**src/rtl/custom_apb_key_pkg.sv**
```systemverilog
// Shared register map and defaults for the APB key debouncer.
package custom_apb_key_pkg;

    localparam int unsigned OFF_DATA    = 'h00;
    localparam int unsigned OFF_RAW     = 'h04;
    localparam int unsigned OFF_DBCNT   = 'h08;
    localparam int unsigned OFF_INTEN   = 'h0C;
    localparam int unsigned OFF_INTSTAT = 'h10;
    localparam int unsigned OFF_ID      = 'h14;

    localparam int DB_RST_DEF = 1000;

    typedef enum logic [2:0] {
        REG_DATA,
        REG_RAW,
        REG_DBCNT,
        REG_INTEN,
        REG_INTSTAT,
        REG_ID,
        REG_NONE
    } reg_sel_e;

    // Word index is the APB address with the byte-lane bits dropped.
    function automatic reg_sel_e decode_reg(input logic [31:0] word_idx);
        if (word_idx == (OFF_DATA >> 2))         return REG_DATA;
        else if (word_idx == (OFF_RAW >> 2))     return REG_RAW;
        else if (word_idx == (OFF_DBCNT >> 2))   return REG_DBCNT;
        else if (word_idx == (OFF_INTEN >> 2))   return REG_INTEN;
        else if (word_idx == (OFF_INTSTAT >> 2)) return REG_INTSTAT;
        else if (word_idx == (OFF_ID >> 2))      return REG_ID;
        else                                     return REG_NONE;
    endfunction

endpackage

```
**src/rtl/key_debounce.sv**
```systemverilog
// One key channel: 2-flop synchroniser, debounce counter and commit of the stable level.
module key_debounce
    import custom_apb_key_pkg::*;
#(
    parameter int DBW = 16
) (
    input  logic           clk,
    input  logic           rst_n,
    input  logic           raw_in,
    input  logic [DBW-1:0] dbcnt,
    output logic           raw,
    output logic           data,
    output logic           rise
);

    logic           sync1;
    logic [DBW-1:0] cnt;
    logic           differ;
    logic           commit;

    // ">=" lets a counter left above a freshly lowered threshold commit at once.
    assign differ = raw ^ data;
    assign commit = differ && (cnt >= dbcnt);
    assign rise   = commit && raw;

    always_ff @(posedge clk or negedge rst_n) begin
        if (!rst_n) begin
            sync1 <= 1'b0;
            raw   <= 1'b0;
            data  <= 1'b0;
            cnt   <= '0;
        end else begin
            sync1 <= raw_in;
            raw   <= sync1;
            if (!differ) begin
                cnt <= '0;
            end else if (commit) begin
                data <= raw;
                cnt  <= '0;
            end else begin
                cnt <= cnt + 1'b1;
            end
        end
    end

endmodule

```
**src/rtl/custom_apb_key_db.sv**
```systemverilog
// APB-attached multi-key debouncer with press interrupt (zero-wait-state slave).
module custom_apb_key_db
    import custom_apb_key_pkg::*;
#(
    parameter int ADDRWIDTH = 12,
    parameter int NKEYS     = 4,
    parameter int DBW       = 16,
    parameter int DB_RST    = DB_RST_DEF,
    parameter int KEY_POL   = 1
) (
    input  logic                 PCLK,
    input  logic                 PRESETn,
    input  logic                 PSEL,
    input  logic [ADDRWIDTH-1:0] PADDR,
    input  logic                 PENABLE,
    input  logic                 PWRITE,
    input  logic [31:0]          PWDATA,
    input  logic [3:0]           ECOREVNUM,
    output logic [31:0]          PRDATA,
    output logic                 PREADY,
    output logic                 PSLVERR,
    input  logic [NKEYS-1:0]     keyIn,
    output logic                 KEYIRQ
);

    localparam logic [DBW-1:0] DBCNT_RST = DBW'(DB_RST);

    logic [NKEYS-1:0] key_act;
    logic [NKEYS-1:0] raw_vec;
    logic [NKEYS-1:0] data_vec;
    logic [NKEYS-1:0] rise_vec;
    logic [DBW-1:0]   dbcnt;
    logic [NKEYS-1:0] inten;
    logic [NKEYS-1:0] intstat;
    logic [NKEYS-1:0] clr_vec;
    logic [31:0]      word_idx;
    logic [31:0]      rd_val;
    reg_sel_e         sel;
    logic             rd_setup;
    logic             wr_en;
    logic             unused_bits;

    assign PREADY   = 1'b1;
    assign PSLVERR  = 1'b0;
    assign key_act  = (KEY_POL != 0) ? keyIn : ~keyIn;
    assign word_idx = 32'(PADDR[ADDRWIDTH-1:2]);
    assign sel      = decode_reg(word_idx);
    assign rd_setup = PSEL && !PWRITE && !PENABLE;
    assign wr_en    = PSEL && PENABLE && PWRITE;
    assign clr_vec  = (wr_en && (sel == REG_INTSTAT)) ? PWDATA[NKEYS-1:0] : '0;
    assign unused_bits = ^{PADDR[1:0], PWDATA};

    for (genvar i = 0; i < NKEYS; i++) begin : g_key
        key_debounce #(.DBW(DBW)) u_db (
            .clk    (PCLK),
            .rst_n  (PRESETn),
            .raw_in (key_act[i]),
            .dbcnt  (dbcnt),
            .raw    (raw_vec[i]),
            .data   (data_vec[i]),
            .rise   (rise_vec[i])
        );
    end

    always_comb begin
        rd_val = '0;
        case (sel)
            REG_DATA:    rd_val[NKEYS-1:0] = data_vec;
            REG_RAW:     rd_val[NKEYS-1:0] = raw_vec;
            REG_DBCNT:   rd_val[DBW-1:0]   = dbcnt;
            REG_INTEN:   rd_val[NKEYS-1:0] = inten;
            REG_INTSTAT: rd_val[NKEYS-1:0] = intstat;
            REG_ID:      rd_val[3:0]       = ECOREVNUM;
            default:     rd_val            = '0;
        endcase
    end

    // A press landing on the same edge as its W1C wins over the clear.
    always_ff @(posedge PCLK or negedge PRESETn) begin
        if (!PRESETn) begin
            PRDATA  <= '0;
            KEYIRQ  <= 1'b0;
            dbcnt   <= DBCNT_RST;
            inten   <= '0;
            intstat <= '0;
        end else begin
            if (rd_setup) PRDATA <= rd_val;
            if (wr_en && (sel == REG_DBCNT)) dbcnt <= PWDATA[DBW-1:0];
            if (wr_en && (sel == REG_INTEN)) inten <= PWDATA[NKEYS-1:0];
            intstat <= (intstat & ~clr_vec) | rise_vec;
            KEYIRQ  <= |(intstat & inten);
        end
    end

endmodule

```
**config.mk**
```make
export PLATFORM = sky130hd
export DESIGN_NAME = custom_apb_key_db
export DESIGN_NICKNAME = d
export VERILOG_FILES = /design/src/rtl/custom_apb_key_pkg.sv /design/src/rtl/key_debounce.sv /design/src/rtl/custom_apb_key_db.sv
export SDC_FILE = /design/constraint.sdc
export NUM_CORES = 1
export LEC_CHECK = 0
export CAP_MARGIN = 30
export CORE_MARGIN = 3
export CORE_UTILIZATION = 57
export CTS_CLUSTER_DIAMETER = 200
export DETAILED_ROUTE_END_ITERATION = 12
export MAX_ROUTING_LAYER = met4
export PLACE_DENSITY = 0.82
export SYNTH_ARGS = -nofsm -noshare
export SYNTH_HDL_FRONTEND = slang
export SYNTH_HIERARCHICAL = 1
export SYNTH_SLANG_ARGS = --single-unit
export TNS_END_PERCENT = 20
```
**constraint.sdc**
```tcl
create_clock -name PCLK -period 6.7 [get_ports PCLK]
set_clock_uncertainty 0.2 [all_clocks]
set_input_delay 0.67 -clock PCLK [delete_from_list [all_inputs] [get_ports PCLK]]
set_output_delay 0.67 -clock PCLK [all_outputs]
set_load 0.05 [all_outputs]
```
# Yosys cells after proc, flatten, opt, wreduce, memory -nomap -nowiden

Index checks and enable logic that the tools add are counted.

Logic and storage cells: 88
Bits in read-only memories: 0
Output and inout bits: 35
Input port bits: 57
Memories: 0
Flip-flop bits (word level): 117
Latch bits: 0
RAM bits: 0

Shifts and indexed selects: 0
Bitwise gates (word level): 8
Div/mod/pow operators: 0
Magnitude comparators: 4
Reductions and logical operators: 24
Add/subtract/negate cells: 4
Multiplexer cells: 17
Multiply operators: 0
Equal/unequal tests: 10

Operator list:

| cell                                                              | count |
|---|---|
| 16-bit two-way mux                                                | 8 |
| 16-bit by 1-bit adder with 16-bit output (second input constant)  | 4 |
| 16-bit greater-or-equal comparator                                | 4 |
| 32-bit zero test                                                  | 1 |
| 4-bit one-hot mux with 6 select lines                             | 1 |
| 10-bit by 2-bit == test with 1-bit output (second input constant) | 2 |
| 10-bit by 3-bit == test with 1-bit output (second input constant) | 2 |
| 1-bit logical AND                                                 | 15 |
| 12-bit two-way mux                                                | 1 |
| 3-bit two-way mux                                                 | 4 |
| 10-bit by 1-bit == test with 1-bit output (second input constant) | 1 |
| 4-bit bitwise AND                                                 | 2 |
| 2-bit AND reduction                                               | 4 |
| 3-bit by 2-bit == test with 1-bit output (second input constant)  | 2 |
| 3-bit == test (second input constant)                             | 2 |
| 2-bit two-way mux                                                 | 2 |
| 4-bit two-way mux                                                 | 1 |
| 4-bit NOT                                                         | 1 |
| 4-bit OR                                                          | 1 |
| 4-bit OR reduction                                                | 1 |
| 1-bit bitwise XOR                                                 | 4 |
| 3-bit by 1-bit == test with 1-bit output (second input constant)  | 1 |
| 3-bit zero test                                                   | 1 |
| 1-bit zero test                                                   | 2 |

# Longest topological paths before layout

Gate-level depths: netlist (run 1).

Depth after elaboration: 13
Gate-level depth with buffers: 8
Depth with buffers taken out: 8

# Cells and area by module

Netlist (run 1), hierarchy kept.

By module, submodules not included:

| module            | area an instance (um^2) | seq. area each (um^2) | times used | cells an instance |
|---|---|---|---|---|
| key_debounce      | 1251.2                  | 475.5                 | 4          | 136 |
| custom_apb_key_db | 2039.5                  | 1033.5                | 1          | 163 |

# Worst setup path after synthesis (run 1)

OpenSTA, ideal clock, no wires.

Kind: input to register
From: input PADDR[8]
To: register dbcnt[10]
Data arrival time: 2.143 ns
Path slack: 4.232 ns
Library setup time: 0.125 ns
Data required time: 6.375 ns
Cell stages on the path: 5
Cell sequence: or4_4 -> nor3_4 -> nand3_4 -> buf_6 -> mux2_4

Longest elaborated chain between the ends: 9
Elaborated cells between the ends (all ways): 14
Those cells by class: eq/ne: 6; mux: 6; reduce/logical: 2

Ends and longest elaborated chain:

| element                                    | line                     | source |
|---|---|---|
| start, declared                            | custom_apb_key_db.sv:14  | `input logic [ADDRWIDTH-1:0] PADDR,` |
| 10-bit by 3-bit == test with 1-bit output  | custom_apb_key_pkg.sv:30 | `else if (word_idx == (OFF_ID >> 2)) return REG_ID;` |
| 2-bit two-way mux                          | custom_apb_key_pkg.sv:30 |  |
| 2-bit two-way mux                          | custom_apb_key_pkg.sv:29 | `else if (word_idx == (OFF_INTSTAT >> 2)) return REG_INTSTAT;` |
| 3-bit two-way mux                          | custom_apb_key_pkg.sv:28 | `else if (word_idx == (OFF_INTEN >> 2)) return REG_INTEN;` |
| 3-bit two-way mux                          | custom_apb_key_pkg.sv:27 | `else if (word_idx == (OFF_DBCNT >> 2)) return REG_DBCNT;` |
| 3-bit two-way mux                          | custom_apb_key_pkg.sv:26 | `else if (word_idx == (OFF_RAW >> 2)) return REG_RAW;` |
| 3-bit two-way mux *                        | custom_apb_key_pkg.sv:25 | `if (word_idx == (OFF_DATA >> 2)) return REG_DATA;` |
| 3-bit by 2-bit == test with 1-bit output * | custom_apb_key_db.sv:88  | `if (wr_en && (sel == REG_DBCNT)) dbcnt <= PWDATA[DBW-1:0];` |
| 1-bit logical AND *                        | custom_apb_key_db.sv:88  |  |
| end signal, assigned                       | custom_apb_key_db.sv:88  |  |
| end, declared                              | custom_apb_key_db.sv:32  | `logic [DBW-1:0] dbcnt;` |

Every way passes the cells marked *; elsewhere a longest branch is shown, timed or not.
A chain may end at the register's enable or synchronous reset.

# Final worst setup path (run 1)

From: input PSEL
To: register PRDATA[3]

Longest elaborated chain between the ends: 2

Ends and longest elaborated chain:

| element                        | line                    | source |
|---|---|---|
| start, declared                | custom_apb_key_db.sv:13 | `input logic PSEL,` |
| 1-bit logical AND (2 in a row) | custom_apb_key_db.sv:48 | `assign rd_setup = PSEL && !PWRITE && !PENABLE;` |
| end signal, assigned           | custom_apb_key_db.sv:87 | `if (rd_setup) PRDATA <= rd_val;` |
| end, declared                  | custom_apb_key_db.sv:19 | `output logic [31:0] PRDATA,` |

Every way passes these cells.

==> results of run 1 <==
==> metal layers <==
metal / wire [um] / GRT usage
met5: 0 / -
met4: 541 / 0.112
met3: 936 / 0.0566
met2: 9080 / 0.471
met1: 6820 / 0.314
==> cell usage after synthesis, drive strengths merged (2+ instances only) <==
cell	count	area (sq um)
a21o	4	30.0
a21oi	24	120
a221o	2	20.0
a221oi	4	60.1
a22o	14	123
a22oi	4	30.0
a31oi	2	12.5
a32o	2	20.0
and3	12	85.1
and3b	4	35.0
and4	8	80.1
buf	26	181
clkbuf	3	11.3
conb	2	7.51
dfrtp	111	2780
dfstp	6	158
ha	68	851
inv	92	345
mux2	26	330
mux2i	2	20.0
nand2	28	115
nand3	41	218
nand4	20	175
nor2	88	330
nor3	6	41.3
nor4	6	43.8
o21a	2	15.0
o21ai	18	90.1
o22ai	4	25.0
o311ai	4	35.0
or3b	3	26.3
or4	5	56.3
xnor2	28	245
xor2	32	280
==> cell families (layout without fill, tap and decap cells) <==
| kind of cell | Yosys count | count (layout) | share of synthesized area |
|---|---|---|---|
| and+or+nand+nor | 226 | 226 | 0.177 |
| buffers and inverters | 121 | 182 | 0.0764 |
| DFF | 117 | 117 | 0.417 |
| other | 2 | 18 | 0.00107 |
| AOI/OAI and AO/OA | 85 | 85 | 0.0837 |
| xor gates and xnor gates | 60 | 60 | 0.0746 |
| muxes | 28 | 28 | 0.0497 |
| adders and majority gates | 68 | 68 | 0.121 |
==> cell type report <==
cell class	count	area (sq um)	area share
Sequential cell	117	2940	0.354
Multi-Input combinational cell	485	3640	0.438
Clock inverter	15	184	0.0222
Clock buffer	17	425	0.0513
Inverter	92	345	0.0416
Tap cell	164	205	0.0247
Timing Repair Buffer	58	568	0.0684
==> report_power, final <==
part	internal [mW]	leakage (nW)	switching, mW	total [mW]
registers	0.713	1.56	0.00760	0.721
clock network	0.586	0.289	0.340	0.926
logic	0.0340	1.76	0.0637	0.0977
total	1.33	3.61	0.411	1.74
==> final timing paths <==
kind / slack, ns / endpoint / startpoint
worst min-delay path: 0.14 / g_key[3].u_db/cnt[2] / PRESETn
max in group asynchronous: 4.97 / g_key[2].u_db/cnt[10] / PRESETn
worst max register to register: 4.08 / g_key[2].u_db/cnt[6] / dbcnt[14]
worst max-delay path: 3.95 / PRDATA[3] / PSEL
min in group PCLK: 0.15 / g_key[0].u_db/raw / g_key[0].u_db/sync1
worst min register to register: 0.15 / g_key[0].u_db/raw / g_key[0].u_db/sync1
==> state kept, by name, summed over array words and instances, names as in the netlist <==
signal / cells
PRDATA: 16
intstat: 4
dbcnt: 16
g_key.u_db/sync1: 4
g_key.u_db/raw: 4
g_key.u_db/cnt: 64
inten: 4
g_key.u_db/data: 4
KEYIRQ: 1
==> stage by stage <==
step	hold slack (ns)	utilization	power [mW]	std cells	cell area (sq um)
2_1_floorplan	0.131	-	0.790	723	7100
6_report	0.136	0.706	1.74	948	8300
4_1_cts	0.149	0.706	1.76	948	8300
3_3_place_gp	0.133	0.654	0.827	915	7690
3_5_place_dp	0.141	0.654	0.829	916	7690
5_1_grt	0.152	0.706	1.80	948	8300
==> out/metrics.cfg, run 1 <==
[run_status]
status=completed

[finish]
final_common_cell=dfrtp_1
syn_to_final_growth_pct=17.8
drive_above_1_share=0.140
nNetsFinal=896
num-fill-cells=832
num_antenna_cells=0
final_cell_mix=111 x dfrtp_1, 92 x inv_1, 88 x nor2_1

[timing]
fin_crit_sh=0.410
tightest_slew_ns=0.782
min_period_ns=2.75
tns_ns=0
rsz0062_at_grt=false
worst_slack_ns=3.95
finalHoldViolations=0
setup_viol=0
max_freq_mhz=364
slew_headroom=0.479
slew_viol_final=0

[clocking]
numCtsBuffers=17
max-clock-path-buffers=2
root_buffer=clkbuf_16
hold_buffers=0
cts_resized=0
tritoncts=yes
cts.sinks=117
cts.htree.levels=4
insertion_delay_ns=0.42
clk_pin_slew_ns=0.06
post_cts_buffers=0

[job]
maxCapViolCount=0

[global_route]
first_global_vias=5626
antenna_found_initial=0
grt_max_degree=64
grt_pass1_wl_um=27800
track_usage=0.275
grt-ovfl-total=0

[worst_setup_path]
required_ns=6.85
critical_path.max_fanout=20
path_class=input port to register
worstPathArrival_ns=2.90
cp_slowest_cell=or3b_2
path_depth=5
path_buf_inv=1
crit_family=simple AND/OR/NAND/NOR gates
crit_path_end_kind=register
reg2reg_depth=7
cpPeakStageDelay_ns=0.71
crit_chain=clkdlybuf4s50_1 > or3b_2 > nor4_2 > o21a_1 > a221o_1
start_kind=input port

[route]
ant_nets=0
num_vias=5466
drtIter0Drc=399
wl_um=17400
first_pass_iters=5
viasPerCell=5.77
wl_per_cell_um=18.3
drcViolationCount=0

[synthesis]
ys_seq_elements=117
synth_cells=707
synth-edff-count=0
async_reset_ff_frac=1.00
ys_seq_area_frac=0.417
ys_warn_count=6
syn_area_sq_um=7040
synth_flop_cell=dfrtp_1
ys_types=51
syn_avg_cell_area_sq_um=9.96

[floorplan]
fp.dieH_um=117
start_util=0.599
die_w_um=117
io-pin-count=92
fp.coreArea_sq_um=11800
die_area_sq_um=13700
rows=39

[power_and_ir_drop]
p_per_area_nw_per_um2=210
peakVddDrop_uv=216
leakage_nw=3.61

[placed_design]
io_buffers=55
pre_cts_ws_ns=3.57
dp.final_hpwl_um=11900
gp_congestion=0.873

[min_path]
hp-class=input port to async pin

Note: power is estimated with default switching activity, not from simulation.
==> run 2, diff against run 1 <==
--- a/config.mk
+++ b/config.mk
@@ -7,11 +7,11 @@
 export LEC_CHECK = 0
 export CAP_MARGIN = 30
 export CORE_MARGIN = 3
-export CORE_UTILIZATION = 57
+export CORE_UTILIZATION = 51
 export CTS_CLUSTER_DIAMETER = 200
 export DETAILED_ROUTE_END_ITERATION = 12
 export MAX_ROUTING_LAYER = met4
-export PLACE_DENSITY = 0.82
+export PLACE_DENSITY = 0.78
 export SYNTH_ARGS = -nofsm -noshare
 export SYNTH_HDL_FRONTEND = slang
 export SYNTH_HIERARCHICAL = 1
==> constraint.sdc (replaced) <==
create_clock -name PCLK -period 2.43 [get_ports PCLK]
set_clock_uncertainty 0.2 [all_clocks]
set_input_delay 0.243 -clock PCLK [delete_from_list [all_inputs] [get_ports PCLK]]
set_output_delay 0.243 -clock PCLK [all_outputs]
set_load 0.05 [all_outputs]
==> run 2 against run 1 <==
Net effect:
- critical path depth is 3 higher
- sequential power grew to 2.7 times the previous value
- core utilization shrank 6.5 points
- final area grew 3.4%
- sequential cell count stayed put
- hold slack got worse by 0.079 ns
- highest routed layer unchanged
- non-clock buffer count is 18 higher
- global-route usage is 2.9 points lower
- sequential share of layout area is 1.1 points lower
==> out/metrics.cfg, run 2 (synthesized netlist as in run 1, its figures left out) <==
[run_status]
status=completed

[finish]
num-fill-cells=1030  ; +24%
finalInstanceArea_sq_um=8580  ; +3.4%
final_common_cell=dfrtp_1
largest_reg_flops=64  ; unchanged
regMostFlops=g_key.u_db/cnt
top_regs=g_key.u_db/cnt: 64 flops, PRDATA: 16 flops, dbcnt: 16 flops
final_cell_mix=105 x dfrtp_1, 91 x inv_1, 88 x nor2_1
nNetsFinal=914  ; +2.0%
syn_to_final_growth_pct=21.8
drive_above_1_share=0.180  ; +0.0392
num_antenna_cells=0  ; unchanged

[clocking]
tritoncts=yes
max-clock-path-buffers=2  ; unchanged
numCtsBuffers=17  ; unchanged
root_buffer=clkbuf_16
insertion_delay_ns=0.42  ; about the same
cts.sinks=117  ; unchanged
clk_pin_slew_ns=0.06  ; about the same
cts.htree.levels=4  ; unchanged

[worst_setup_path]
critical_path.max_fanout=6  ; -70%
crit_path_end_kind=register
crit_start=dbcnt[9]
crit_chain=inv_1 > ha_1 > a21oi_1 > o21ai_0 > a221oi_2 > nand3_1 > and3b_1 > a21o_1
required_ns=2.54  ; -4.31 ns
start_kind=register
reg2reg_depth=8  ; +1
cpPeakStageDelay_ns=0.62  ; -0.09 ns
ff2ff_setup_slack_ns=0.03  ; -4.05 ns
cp_slowest_cell=dfstp_2
worstPathArrival_ns=2.51  ; -0.39 ns
r2r_end=intstat[3]
path_class=register to register
regToRegStartpoint=dbcnt[9]

[timing]
setup_viol=0  ; unchanged
slew_viol_final=0  ; unchanged
rsz0062_at_grt=true
finalHoldViolations=0  ; unchanged
min_period_ns=2.40
max_freq_mhz=417
tns_ns=0  ; unchanged
slew_headroom=0.584  ; +0.105
fin_crit_sh=0.987
tightest_slew_ns=0.624  ; -0.157 ns

[min_path]
hp-start=keyIn[3]
hp-class=input port to register
hold_end=g_key[3].u_db/sync1
holdPathStages=1

[placed_design]
place_area_sq_um=7900  ; +2.7%
gp_congestion=0.917  ; +5.0%
io_buffers=55  ; unchanged
dp.final_hpwl_um=12200  ; +2.6%

[floorplan]
rows=42  ; +7.7%
fp.coreArea_sq_um=13400  ; +14%
die_area_sq_um=15300  ; +11%
fp.dieH_um=124  ; +5.4%
io-pin-count=92  ; unchanged
start_util=0.526  ; -0.0733
die_w_um=124  ; +5.4%

[route]
wl_per_cell_um=17.4  ; -5.0%
wl_met1_um=6750  ; -1.1%
drtIter0Drc=503  ; +26%
viasPerCell=5.60  ; -2.8%
ant_nets=0  ; unchanged
wl_met2_um=8900  ; -2.0%
first_pass_iters=8  ; +3
dr.max_layer_used=met4
num_vias=5480  ; +0.26%
wl_um=17000  ; -2.0%
wl_met3_um=875  ; -6.5%
drcViolationCount=0  ; unchanged

[global_route]
first_global_vias=5706  ; +1.4%
grt-ovfl-total=0  ; unchanged
antenna_found_initial=0  ; unchanged
grt_max_degree=47  ; -27%
grt_pass1_wl_um=27700  ; -0.12%
track_usage=0.246  ; -0.0286

[power_and_ir_drop]
peakVddDrop_uv=626  ; +190%
power_mw=4.72  ; +170%
leakage_nw=3.72  ; +2.9%
p_per_area_nw_per_um2=550  ; +160%

[job]
maxCapViolCount=0  ; unchanged

## run 2: cell types whose count changed in the layout (fill, tap and decap cells not counted), moves of 4 or more
cell,change
o21ai_1,+7
dfrtp_2,+6
o21ai_0,-7
dfrtp_1,-6
buf_4,+13
buf_12,+5
clkinv_4,-4
## run 2: power by group
part / switching [mW] / internal (mW)
combinational: 0.184 / 0.115
sequential: 0.0192 / 1.97
clock: 0.966 / 1.47
total: 1.17 / 3.55
## run 2: layer usage
layer,global-route usage,vias up
met2,0.413,166
met5,-,-
met4,0.106,0
met3,0.0663,48
li1,-,2559
met1,0.278,2707
## run 2: worst max path at each step
stage	cells after the start	to
3_3_place_gp	7	g_key[2].u_db/data
2_1_floorplan	8	g_key[0].u_db/cnt[10]
6_report	8	intstat[3]
3_5_place_dp	7	g_key[2].u_db/data
5_1_grt	8	intstat[3]
4_1_cts	8	intstat[2]
## run 2: what timing repair did
| item | in CTS | in global routing |
|---|---|---|
| pin swaps | 0 | 12 |
| endpoints found under the setup margin | 3 | 31 |
| hold buffers | 1 | 0 |
| gates cloned | 0 | 0 |
| setup buffers | 0 | 0 |
| gates resized for setup | 3 | 23 |
| endpoints found under the hold margin | 38 | 0 |
## run 2: final cells by class
type	instances	area [sq um]	area share
Clock inverter	13	125	0.0146
Tap cell	176	220	0.0257
Timing Repair Buffer	76	771	0.0898
Multi-Input combinational cell	485	3730	0.434
Clock buffer	19	453	0.0528
Inverter	92	345	0.0402
Sequential cell	117	2940	0.343
## run 2: worst max-delay path: cells and delay by family (launching register included)
family | cells | cell delay (ns)
AOI/OAI and AO/OA | 4 | 0.71
adders and majority gates | 1 | 0.30
buffers and inverters | 1 | 0.07
DFF | 1 | 0.62
and+or+nand+nor | 2 | 0.37
## run 2: metrics by stage
step	worst slack (ns)	std cells	util	hold WS, ns
3_3_place_gp	0.0378	945	0.589	0.0913
4_1_cts	0.000262	978	0.634	0.0431
3_5_place_dp	-0.0468	945	0.589	0.102
2_1_floorplan	0.315	723	-	-0.253
6_report	0.0326	978	0.641	0.0564
5_1_grt	-0.0185	978	0.641	0.0415
